### src/rtl/wb_fwd_pkg.sv
// -----------------------------------------------------------------------------
// wb_fwd_pkg
// Shared definitions for the forwarding-source slice: default widths and the
// M-slot state encoding used by wb_forward_source.
// -----------------------------------------------------------------------------
package wb_fwd_pkg;

    localparam int unsigned DEF_ADDR_WIDTH = 5;
    localparam int unsigned DEF_DATA_WIDTH = 32;
    localparam int unsigned DEF_CNT_WIDTH  = 16;

    // M slot: empty, holding a load that still waits for memory data,
    // or holding a complete result ready to move into W.
    typedef enum logic [1:0] {
        M_IDLE  = 2'd0,
        M_LWAIT = 2'd1,
        M_HOLD  = 2'd2
    } m_state_e;

endpackage : wb_fwd_pkg

### src/rtl/wb_forward_source_if.sv
// -----------------------------------------------------------------------------
// wb_forward_source_if
// Bundles the execute hand-off, the load-data return and the register-file
// write port of wb_forward_source.
//   ex_valid/ex_ready/ex_rd/ex_result/ex_is_load : execute -> M handshake
//   mem_rvalid/mem_rdata                         : load data return
//   rf_ready/rf_we/rf_waddr/rf_wdata             : register-file write port
// Modports:
//   master : execute / memory / register-file side (drives requests)
//   slave  : wb_forward_source side
// -----------------------------------------------------------------------------
interface wb_forward_source_if
    import wb_fwd_pkg::*;
#(
    parameter int unsigned ADDR_WIDTH = DEF_ADDR_WIDTH,
    parameter int unsigned DATA_WIDTH = DEF_DATA_WIDTH
) ();

    logic                  ex_valid;
    logic                  ex_ready;
    logic [ADDR_WIDTH-1:0] ex_rd;
    logic [DATA_WIDTH-1:0] ex_result;
    logic                  ex_is_load;

    logic                  mem_rvalid;
    logic [DATA_WIDTH-1:0] mem_rdata;

    logic                  rf_ready;
    logic                  rf_we;
    logic [ADDR_WIDTH-1:0] rf_waddr;
    logic [DATA_WIDTH-1:0] rf_wdata;

    modport master (
        output ex_valid, ex_rd, ex_result, ex_is_load,
        output mem_rvalid, mem_rdata,
        output rf_ready,
        input  ex_ready, rf_we, rf_waddr, rf_wdata
    );

    modport slave (
        input  ex_valid, ex_rd, ex_result, ex_is_load,
        input  mem_rvalid, mem_rdata,
        input  rf_ready,
        output ex_ready, rf_we, rf_waddr, rf_wdata
    );

endinterface : wb_forward_source_if

### src/rtl/wb_slot.sv
// -----------------------------------------------------------------------------
// wb_slot
// One pipeline slot: valid flag plus destination address and data.
// Ports:
//   clk, rst    : clock, async active-high reset (clears all fields)
//   ld          : load valid/addr/data (takes priority over clr)
//   ld_data     : update data only (late load data)
//   clr         : drop the entry
//   addr_in/data_in : values to capture
//   valid       : slot occupied
//   live        : slot occupied and visible to forwarding / rf write
//   addr/data   : held contents
// SUPPRESS_X0 hides entries targeting register 0 from 'live'.
// -----------------------------------------------------------------------------
module wb_slot #(
    parameter int unsigned ADDR_WIDTH  = 5,
    parameter int unsigned DATA_WIDTH  = 32,
    parameter bit          SUPPRESS_X0 = 1'b0
) (
    input  logic                  clk,
    input  logic                  rst,
    input  logic                  ld,
    input  logic                  ld_data,
    input  logic                  clr,
    input  logic [ADDR_WIDTH-1:0] addr_in,
    input  logic [DATA_WIDTH-1:0] data_in,
    output logic                  valid,
    output logic                  live,
    output logic [ADDR_WIDTH-1:0] addr,
    output logic [DATA_WIDTH-1:0] data
);

    always_ff @(posedge clk or posedge rst) begin
        if (rst) begin
            valid <= 1'b0;
            addr  <= '0;
            data  <= '0;
        end else if (ld) begin
            // A refill on the same edge as the outgoing move keeps the slot full.
            valid <= 1'b1;
            addr  <= addr_in;
            data  <= data_in;
        end else begin
            if (ld_data) begin
                data <= data_in;
            end
            if (clr) begin
                valid <= 1'b0;
            end
        end
    end

    assign live = valid & (!SUPPRESS_X0 | (addr != '0));

endmodule : wb_slot

### src/rtl/wb_forward_source.sv
// -----------------------------------------------------------------------------
// wb_forward_source
// Producer side of operand forwarding. Carries executed results through the
// M and W slots, drives the register-file write port and advertises each
// slot's {valid, addr, data} for bypassing. Loads wait in M until their data
// returns; m_fwd_pending tells consumers to stall on such a register.
// Ports:
//   clk, rst        : clock, async active-high reset
//   bus (slave)     : execute handshake, load data return, rf write port
//   m_fwd_valid/pending/addr/data : M slot forwarding view
//   w_fwd_valid/addr/data         : W slot forwarding view (valid == rf_we)
//   retire_cnt      : completed rf writes, wraps
//   err_unexp_rdata : sticky, load data arrived with no load waiting
// Build option: define X0_SUPPRESS_EN to hide register-0 results from
// forwarding and rf writes (they still flow through and count as retired).
// -----------------------------------------------------------------------------
module wb_forward_source
    import wb_fwd_pkg::*;
#(
    parameter int unsigned ADDR_WIDTH = DEF_ADDR_WIDTH,
    parameter int unsigned DATA_WIDTH = DEF_DATA_WIDTH,
    parameter int unsigned CNT_WIDTH  = DEF_CNT_WIDTH
) (
    input  logic                  clk,
    input  logic                  rst,
    wb_forward_source_if.slave    bus,
    output logic                  m_fwd_valid,
    output logic                  m_fwd_pending,
    output logic [ADDR_WIDTH-1:0] m_fwd_addr,
    output logic [DATA_WIDTH-1:0] m_fwd_data,
    output logic                  w_fwd_valid,
    output logic [ADDR_WIDTH-1:0] w_fwd_addr,
    output logic [DATA_WIDTH-1:0] w_fwd_data,
    output logic [CNT_WIDTH-1:0]  retire_cnt,
    output logic                  err_unexp_rdata
);

`ifdef X0_SUPPRESS_EN
    localparam bit SUPPRESS_X0 = 1'b1;
`else
    localparam bit SUPPRESS_X0 = 1'b0;
`endif

    m_state_e m_state, m_next;

    logic                  m_valid, m_live;
    logic [ADDR_WIDTH-1:0] m_addr;
    logic [DATA_WIDTH-1:0] m_data;
    logic                  w_valid, w_live;
    logic [ADDR_WIDTH-1:0] w_addr;
    logic [DATA_WIDTH-1:0] w_data;

    logic                  w_adv;
    logic                  m_move;
    logic                  accept;
    logic                  ld_capture;
    logic                  retire;
    logic [DATA_WIDTH-1:0] m_data_in;

    // Handshake glue: W frees up on the same edge it retires, so M can move
    // and a new op can enter M all on one edge.
    assign w_adv         = !w_valid | bus.rf_ready;
    assign m_move        = (m_state == M_HOLD) & w_adv;
    // The M slot's valid flag tracks M != IDLE exactly.
    assign bus.ex_ready  = !m_valid | m_move;
    assign accept        = bus.ex_valid & bus.ex_ready;
    assign ld_capture    = (m_state == M_LWAIT) & bus.mem_rvalid;
    assign retire        = w_valid & bus.rf_ready;
    assign m_data_in     = ld_capture ? bus.mem_rdata : bus.ex_result;

    always_ff @(posedge clk or posedge rst) begin
        if (rst) begin
            m_state <= M_IDLE;
        end else begin
            m_state <= m_next;
        end
    end

    always_comb begin
        m_next = m_state;
        unique case (m_state)
            M_IDLE: begin
                if (accept) begin
                    m_next = bus.ex_is_load ? M_LWAIT : M_HOLD;
                end
            end
            M_LWAIT: begin
                if (bus.mem_rvalid) begin
                    m_next = M_HOLD;
                end
            end
            M_HOLD: begin
                if (accept) begin
                    m_next = bus.ex_is_load ? M_LWAIT : M_HOLD;
                end else if (m_move) begin
                    m_next = M_IDLE;
                end
            end
            default: m_next = M_IDLE;
        endcase
    end

    wb_slot #(
        .ADDR_WIDTH  (ADDR_WIDTH),
        .DATA_WIDTH  (DATA_WIDTH),
        .SUPPRESS_X0 (SUPPRESS_X0)
    ) u_m_slot (
        .clk     (clk),
        .rst     (rst),
        .ld      (accept),
        .ld_data (ld_capture),
        .clr     (m_move),
        .addr_in (bus.ex_rd),
        .data_in (m_data_in),
        .valid   (m_valid),
        .live    (m_live),
        .addr    (m_addr),
        .data    (m_data)
    );

    wb_slot #(
        .ADDR_WIDTH  (ADDR_WIDTH),
        .DATA_WIDTH  (DATA_WIDTH),
        .SUPPRESS_X0 (SUPPRESS_X0)
    ) u_w_slot (
        .clk     (clk),
        .rst     (rst),
        .ld      (m_move),
        .ld_data (1'b0),
        .clr     (retire),
        .addr_in (m_addr),
        .data_in (m_data),
        .valid   (w_valid),
        .live    (w_live),
        .addr    (w_addr),
        .data    (w_data)
    );

    // Retire counter and sticky unexpected-data flag. Data arriving on the
    // same edge a load is accepted from IDLE is unexpected: M is not LWAIT yet.
    always_ff @(posedge clk or posedge rst) begin
        if (rst) begin
            retire_cnt      <= '0;
            err_unexp_rdata <= 1'b0;
        end else begin
            if (retire) begin
                retire_cnt <= retire_cnt + CNT_WIDTH'(1);
            end
            if (bus.mem_rvalid && (m_state != M_LWAIT)) begin
                err_unexp_rdata <= 1'b1;
            end
        end
    end

    assign m_fwd_valid   = (m_state == M_HOLD)  & m_live;
    assign m_fwd_pending = (m_state == M_LWAIT) & m_live;
    assign m_fwd_addr    = m_addr;
    assign m_fwd_data    = m_data;

    assign w_fwd_valid   = w_live;
    assign w_fwd_addr    = w_addr;
    assign w_fwd_data    = w_data;

    assign bus.rf_we     = w_live;
    assign bus.rf_waddr  = w_addr;
    assign bus.rf_wdata  = w_data;

endmodule : wb_forward_source
### src/flat_wrapper.sv
// flat-port wrapper written by rule: the top's interface ports become plain ports
module wb_forward_source_flat import wb_fwd_pkg::*;
#(
    parameter int unsigned ADDR_WIDTH = DEF_ADDR_WIDTH,
    parameter int unsigned DATA_WIDTH = DEF_DATA_WIDTH,
    parameter int unsigned CNT_WIDTH  = DEF_CNT_WIDTH
)
  (clk, rst, m_fwd_valid, m_fwd_pending, m_fwd_addr, m_fwd_data, w_fwd_valid, w_fwd_addr, w_fwd_data, retire_cnt, err_unexp_rdata, bus_ex_valid, bus_ex_rd, bus_ex_result, bus_ex_is_load, bus_mem_rvalid, bus_mem_rdata, bus_rf_ready, bus_ex_ready, bus_rf_we, bus_rf_waddr, bus_rf_wdata);
  wb_forward_source_if #(.ADDR_WIDTH(ADDR_WIDTH), .DATA_WIDTH(DATA_WIDTH)) bus_i ();
  input  logic clk;
  input  logic rst;
  output logic m_fwd_valid;
  output logic m_fwd_pending;
  output logic [ADDR_WIDTH-1:0] m_fwd_addr;
  output logic [DATA_WIDTH-1:0] m_fwd_data;
  output logic w_fwd_valid;
  output logic [ADDR_WIDTH-1:0] w_fwd_addr;
  output logic [DATA_WIDTH-1:0] w_fwd_data;
  output logic [CNT_WIDTH-1:0] retire_cnt;
  output logic err_unexp_rdata;
  input wire logic [$bits(bus_i.ex_valid)-1:0] bus_ex_valid;
  input wire logic [$bits(bus_i.ex_rd)-1:0] bus_ex_rd;
  input wire logic [$bits(bus_i.ex_result)-1:0] bus_ex_result;
  input wire logic [$bits(bus_i.ex_is_load)-1:0] bus_ex_is_load;
  input wire logic [$bits(bus_i.mem_rvalid)-1:0] bus_mem_rvalid;
  input wire logic [$bits(bus_i.mem_rdata)-1:0] bus_mem_rdata;
  input wire logic [$bits(bus_i.rf_ready)-1:0] bus_rf_ready;
  output wire logic [$bits(bus_i.ex_ready)-1:0] bus_ex_ready;
  output wire logic [$bits(bus_i.rf_we)-1:0] bus_rf_we;
  output wire logic [$bits(bus_i.rf_waddr)-1:0] bus_rf_waddr;
  output wire logic [$bits(bus_i.rf_wdata)-1:0] bus_rf_wdata;
  assign bus_i.ex_valid = bus_ex_valid;
  assign bus_i.ex_rd = bus_ex_rd;
  assign bus_i.ex_result = bus_ex_result;
  assign bus_i.ex_is_load = bus_ex_is_load;
  assign bus_i.mem_rvalid = bus_mem_rvalid;
  assign bus_i.mem_rdata = bus_mem_rdata;
  assign bus_i.rf_ready = bus_rf_ready;
  assign bus_ex_ready = bus_i.ex_ready;
  assign bus_rf_we = bus_i.rf_we;
  assign bus_rf_waddr = bus_i.rf_waddr;
  assign bus_rf_wdata = bus_i.rf_wdata;
  wb_forward_source #(.ADDR_WIDTH(ADDR_WIDTH), .DATA_WIDTH(DATA_WIDTH), .CNT_WIDTH(CNT_WIDTH)) u_core (.clk(clk), .rst(rst), .bus(bus_i), .m_fwd_valid(m_fwd_valid), .m_fwd_pending(m_fwd_pending), .m_fwd_addr(m_fwd_addr), .m_fwd_data(m_fwd_data), .w_fwd_valid(w_fwd_valid), .w_fwd_addr(w_fwd_addr), .w_fwd_data(w_fwd_data), .retire_cnt(retire_cnt), .err_unexp_rdata(err_unexp_rdata));
endmodule
### config.mk
export PLATFORM = sky130hd
export DESIGN_NAME = wb_forward_source_flat
export DESIGN_NICKNAME = d
export VERILOG_FILES = /design/src/rtl/wb_fwd_pkg.sv /design/src/rtl/wb_forward_source_if.sv /design/src/rtl/wb_slot.sv /design/src/rtl/wb_forward_source.sv /design/src/flat_wrapper.sv
export SDC_FILE = /design/constraint.sdc
export NUM_CORES = 1
export LEC_CHECK = 0
export ABC_AREA = 1
export CORE_UTILIZATION = 43
export CTS_CLUSTER_DIAMETER = 30
export CTS_CLUSTER_SIZE = 20
export DETAILED_ROUTE_END_ITERATION = 6
export GPL_TIMING_DRIVEN = 1
export PLACE_DENSITY = 0.85
export SETUP_SLACK_MARGIN = 0.4
export SKIP_CTS_REPAIR_TIMING = 1
export SLEW_MARGIN = 20
export SYNTH_ARGS = -nofsm -noshare
export SYNTH_HDL_FRONTEND = slang
export SYNTH_HIERARCHICAL = 1
export SYNTH_SLANG_ARGS = --single-unit
### constraint.sdc
create_clock -name clk -period 1.95 [get_ports clk]
set_input_delay 0.195 -clock clk [delete_from_list [all_inputs] [get_ports clk]]
set_output_delay 0.195 -clock clk [all_outputs]
set_load 0.01 [all_outputs]
==> results of run 1 <==
-- flip-flops by register name (all words and copies together), names as in the netlist --
name,cells
u_core/err_unexp_rdata,1
u_core/u_w_slot/data,32
u_core/u_w_slot/live,1
u_core/u_m_slot/addr,5
u_core/retire_cnt,16
u_core/u_w_slot/addr,5
u_core/m_state,2
u_core/u_m_slot/live,1
u_core/u_m_slot/data,32
-- worst paths after layout --
path | startpoint | endpoint | depth (start not counted)
worst max-delay path | u_core/m_state[1] | m_fwd_pending | 4
worst min-delay path | rst | u_core/u_m_slot/data[22] | 2
worst max register to register | u_core/m_state[0] | u_core/u_m_slot/data[29] | 10
worst min register to register | u_core/err_unexp_rdata | u_core/err_unexp_rdata | 1
max in group asynchronous | rst | u_core/retire_cnt[2] | 2
min in group clk | bus_ex_rd[4] | u_core/u_m_slot/addr[4] | 3
-- per-stage QoR --
step / total power (uW) / std cells / utilization [%]
6_report: 10800 / 931 / 67.1
2_1_floorplan: 6240 / 603 / -
3_3_place_gp: 8450 / 892 / 61.0
3_5_place_dp: 8630 / 892 / 61.0
4_1_cts: 10400 / 908 / 63.7
5_1_grt: 11400 / 931 / 67.1
-- layer usage --
metal	global-route usage, %	up-vias
met5	0	-
met4	12.0	0
met3	2.29	30
met2	38.9	195
met1	26.7	2169
li1	-	2193
-- cells by family after synthesis --
logic type | count (synthesis)
adder cells (fa/ha/maj) | 1
XOR/XNOR | 10
AND/OR/NAND/NOR | 319
other | 1
buffers and inverters | 99
AO/OA/AOI/OAI | 73
flip-flops | 95
-- layout make-up --
class | instances | area (sq um)
clock buffers | 13 | 250
flip-flops and latches | 95 | 2380
repair buffers | 236 | 2450
fillers | 906 | 3600
clock inverters | 3 | 42.5
multi-input cells | 411 | 1900
inverters | 33 | 138
well taps | 140 | 175
-- worst max-delay path, delay by kind of cell (launching register included) --
family	cells	cell delay (ns)
buffers and inverters	2	0.64
AND/OR/NAND/NOR	2	0.24
flip-flops	1	0.44
-- power groups by stage --
stage	Sequential [uW]	Combinational, uW	Clock [uW]
2_1_floorplan	3770	2470	0
3_3_place_gp	3550	4890	0
3_5_place_dp	3580	5050	0
4_1_cts	3570	5070	1750
5_1_grt	3680	5930	1820
6_report	3580	5490	1720
-- cell usage in the layout, fill, tap and decap left out, types with 2 or more instances in the layout --
master and n:
nand3_1 8, xor2_1 6, o21ai_0 35, nor2_8 2
nor2_2 3, clkdlybuf4s50_1 205, nor2_4 8, clkbuf_1 3
buf_12 7, clkbuf_16 12, inv_1 24, dfrtp_1 89
nand2_2 14, inv_2 5, nor3_1 3, nor2_1 5
o21ai_1 27, o21ai_2 7, nand2_1 272, xnor2_1 4
nand4_1 3, dfrtp_2 6, buf_4 15, buf_6 3
clkinvlp_4 2, conb_1 6
==> flow_summary.json, run 1 <==
{
  "fin_skew_ns": 0.00542,
  "via_count": 4587,
  "hp-class": "input port to async pin",
  "cts_max_level": 3,
  "grt_max_degree": 43,
  "die-area_sq_um": 11700,
  "fin_ws_ns": 0.100,
  "ys_warn_count": 6,
  "layout-drive-gt1-share_pct": 12.0,
  "path_cells": "nor2_4 > inv_2 > nor2_1 > clkdlybuf4s50_1",
  "powerDensity_nw_per_um2": 1470,
  "worstPathArrival_ns": 1.65,
  "switching_share_pct": 37.3,
  "cp-start-kind": "register",
  "tightest_slew_ns": 0.734,
  "critPathKind": "register to output pin",
  "cts_tree": "yes",
  "grt_pass1_vias": 4305,
  "cts_buffers": 9,
  "portBuffers": 207,
  "synth_compound_area_share_pct": 7.80,
  "synth_top_family_by_area": "simple AND/OR/NAND/NOR gates",
  "regToRegSetupSlack_ns": 0.34,
  "clkTransAtPathRegs_ns": 0.06,
  "period_needed_ns": 1.85,
  "ant_nets": 0,
  "finalWeightedCongestion": 0.824,
  "synthTopCellsByCount": "nand2_1, dfrtp_1, o21ai_0, buf_4, inv_1",
  "worstSkewPairLatency_ns": 0.33,
  "synth_top_cell_by_area": "dfrtp_1",
  "initial_utilization_pct": 44.5,
  "synthToLayoutAreaGrowth_pct": 50.9,
  "routed_wl_um": 14200,
  "rsz0062_at_grt": "true",
  "drc": 0,
  "grt-ovfl-total": 0,
  "syn_inst": 598,
  "syn_avg_cell_area_sq_um": 8.13,
  "detail_route.wl_per_cell_um": 15.2,
  "maxSlewHeadroom_pct": 51.0,
  "rows": 38,
  "die_x_um": 108,
  "fin_area_sq_um": 7340,
  "post-dp-hpwl_um": 9730,
  "synth_edf_count": 0,
  "cp_slowest_cell": "clkdlybuf4s50_1",
  "dr.first_iter.drc_count": 219,
  "slew_viol_final": 0,
  "yosysMostFrequentCell": "nand2_1",
  "grt_pass1_wl_um": 20200,
  "synth-main-ff-cell": "dfrtp_1",
  "async_reset_ff_share_pct": 100,
  "clock_sinks": 95,
  "avgViaCountPerCell": 4.93,
  "synth_seq_cells": 95,
  "max_freq_mhz": 541,
  "worstPathMaxFanout": 4,
  "worst_ep_required_time_ns": 1.75,
  "p_sw_uw": 4030,
  "timing.hold.ws_ns": 0.260,
  "synth_top_area_share_pct": 48.9,
  "fin_nets": 862,
  "cts.root.buffer_cell": "clkbuf_16",
  "synth_simple_gate_area_share_pct": 27.3,
  "ir_worst_vdd_mv": 0.729,
  "synth_area_leaders": "dfrtp_1, nand2_1, buf_4",
  "min_period_over_period_pct": 94.9,
  "pre_cts_slack_ns": 0.0157,
  "p_int_uw": 6760,
  "antenna_found_initial": 0,
  "synth_area_sq_um": 4860,
  "cap_violations": 0,
  "setup_viol": 0,
  "wl_met1_um": 5520,
  "synthXorXnorAreaFrac_pct": 1.80,
  "slowest_delay_ns": 0.57,
  "antenna_cells": 0,
  "synth-adder-area-share_pct": 0.257,
  "power.leakage_uw": 0.00357,
  "sequentialPowerShare_pct": 33.2,
  "status": "completed",
  "wl_met3_um": 716,
  "io_pins": 208,
  "yosysSeqAreaShare_pct": 48.9,
  "core_sq_um": 10900,
  "top_layer_used": "met4",
  "end_kind": "output pin",
  "drt_first_pass_iters": 5,
  "tns_ns": 0,
  "finalHoldViolations": 0,
  "clk_path_buf_depth": 2,
  "dpl_cell_area_sq_um": 6670,
  "grt.total_usage_pct": 22.2,
  "p_comb_share_pct": 50.9,
  "met2_length_um": 7620,
  "p_clk_share_pct": 16.0,
  "yosysUniqueCellTypes": 31,
  "synthMuxAreaShare_pct": 0,
  "die_h_um": 108
}
Power figures use the tool's default switching activity.
==> inputs of run 2 (changes only) <==
--- a/config.mk
+++ b/config.mk
@@ -6,12 +6,14 @@
 export NUM_CORES = 1
 export LEC_CHECK = 0
 export ABC_AREA = 1
-export CORE_UTILIZATION = 43
+export CELL_PAD_IN_SITES_DETAIL_PLACEMENT = 1
+export CELL_PAD_IN_SITES_GLOBAL_PLACEMENT = 1
+export CORE_UTILIZATION = 30
 export CTS_CLUSTER_DIAMETER = 30
 export CTS_CLUSTER_SIZE = 20
 export DETAILED_ROUTE_END_ITERATION = 6
 export GPL_TIMING_DRIVEN = 1
-export PLACE_DENSITY = 0.85
+export PLACE_DENSITY = 0.84
 export SETUP_SLACK_MARGIN = 0.4
 export SKIP_CTS_REPAIR_TIMING = 1
 export SLEW_MARGIN = 20
==> run 2 against run 1 <==
First-iteration DRC count fell by 14%. Hold slack lost 0.0031 ns. Critical endpoint is now retire_cnt[7]. Sequential share of layout area fell by 1.2 points. Largest power group unchanged. Largest cell class unchanged. Flip-flop and latch count did not move. Maximum frequency grew 20%.
==> flow_summary.json, run 2 (synthesis results as in run 1) <==
{
  "status": "completed",
  "cp-start-kind": "register",
  "ir_worst_vdd_mv": 0.560,
  "period_needed_ns": 1.54,
  "via_count": 4616,
  "grt_pass1_vias": 4622,
  "dr.first_iter.drc_count": 189,
  "layout.cells.non_filler": 1012,
  "grt-ovfl-total": 0,
  "clk_path_buf_depth": 2,
  "pre_cts_slack_ns": -0.00146,
  "dp_cells": 974,
  "avgViaCountPerCell": 4.56,
  "cts_buffers": 9,
  "finalHoldViolations": 0,
  "drc": 0,
  "end_kind": "output pin",
  "grt_pass1_wl_um": 24100,
  "path_cells": "clkdlybuf4s50_1",
  "cts_tree": "yes",
  "top_regs": "u_core/u_m_slot/data (32), u_core/u_w_slot/data (32), u_core/retire_cnt (16)",
  "antenna_found_initial": 0,
  "die_h_um": 129,
  "cp_slowest_cell": "clkdlybuf4s50_1",
  "hp-class": "input port to async pin",
  "setup_viol": 0,
  "power.leakage_uw": 0.00389,
  "max_freq_mhz": 649,
  "final_cell_mix": "nand2_1, clkdlybuf4s50_1, dfrtp_1, o21ai_1, o21ai_0",
  "cts_max_level": 3,
  "dpl_cell_area_sq_um": 6850,
  "core_sq_um": 15800,
  "powerDensity_nw_per_um2": 1490,
  "critPathKind": "register to output pin",
  "min_period_over_period_pct": 79.0,
  "slowest_delay_ns": 0.58,
  "cp_num_buf_inv": 1,
  "detail_route.wl_per_cell_um": 16.2,
  "clkTransAtPathRegs_ns": 0.07,
  "utilization_pct": 48.1,
  "layout-drive-gt1-share_pct": 12.1,
  "drt_first_pass_iters": 4,
  "rows": 46,
  "cts.root.buffer_cell": "clkbuf_16",
  "worstSkewPairLatency_ns": 0.34,
  "fin_skew_ns": 0.00949,
  "initial_utilization_pct": 30.7,
  "tns_ns": 0,
  "die-area_sq_um": 16700,
  "fin_area_sq_um": 7620,
  "io_pins": 208,
  "synthToLayoutAreaGrowth_pct": 56.7,
  "antenna_cells": 0,
  "portBuffers": 207,
  "fin_nets": 867,
  "rsz0062_at_grt": "true",
  "grt_max_degree": 37,
  "routed_wl_um": 16400,
  "cap_violations": 0,
  "crit_family": "buffers and inverters",
  "die_x_um": 129,
  "layout_commonest_cell": "nand2_1",
  "clock_sinks": 95,
  "post-dp-hpwl_um": 11600,
  "worstPathArrival_ns": 1.35,
  "finalWeightedCongestion": 0.809,
  "grt.total_usage_pct": 19.0,
  "fin_ws_ns": 0.409,
  "worst_ep_required_time_ns": 1.75,
  "ant_nets": 0,
  "fillCellCount": 1845,
  "worstPathMaxFanout": 5,
  "slew_viol_final": 0
}
==> run 2: cell count changes in the layout (fill, tap and decap cells not counted), sizes merged, moves of 3 or more <==
cell / change
clkdlybuf4s50: -17
dlymetal6s2s: +17
buf: +6
bufinv: +3
clkbuf: -3
==> run 2: per-stage QoR <==
stage | power [uW] | hold slack (ns)
after floorplan | 6240 | 0.146
after global placement | 8670 | 0.472
after detailed placement | 8890 | 0.470
after CTS | 11100 | 0.248
after global routing | 12100 | 0.269
final | 11400 | 0.257
==> run 2: metal layers <==
layer  global-route usage (%)  vias to the layer above  part of all wire (%)
li1                         -                     2201                     -
met1                     23.7                     2255                    43
met2                     32.6                      143                    50
met3                     3.55                       17                   5.1
met4                     6.92                        0                   1.7
met5                        0                        -                     0
==> run 2: area by class of cell <==
class	instances	area, sq um	share of cell area [%]
inverter	33	139	1.82
clock buffer	10	229	3.01
multi-input combinational	410	1880	24.6
sequential	95	2380	31.3
clock inverter	6	133	1.74
tap	216	270	3.55
timing repair buffer	242	2580	33.9
==> run 2: worst paths after layout <==
kind	cells past startpoint	slack, ns	end	start
max	1	0.41	retire_cnt[7]	u_core/retire_cnt[7]
min	2	0.26	u_core/u_w_slot/data[27]	rst
max reg2reg	8	0.41	u_core/u_w_slot/data[4]	u_core/u_w_slot/live
min reg2reg	2	0.49	u_core/u_w_slot/addr[1]	u_core/u_w_slot/addr[1]
max in group asynchronous	3	1.14	u_core/u_w_slot/data[17]	rst
min in group clk	3	0.42	u_core/u_m_slot/addr[0]	bus_ex_rd[0]
==> run 2: power breakdown <==
group          internal [uW]  switching, uW
Combinational           3010           2640
Clock                   1380            745
Sequential              2800            794
Total                   7190           4180
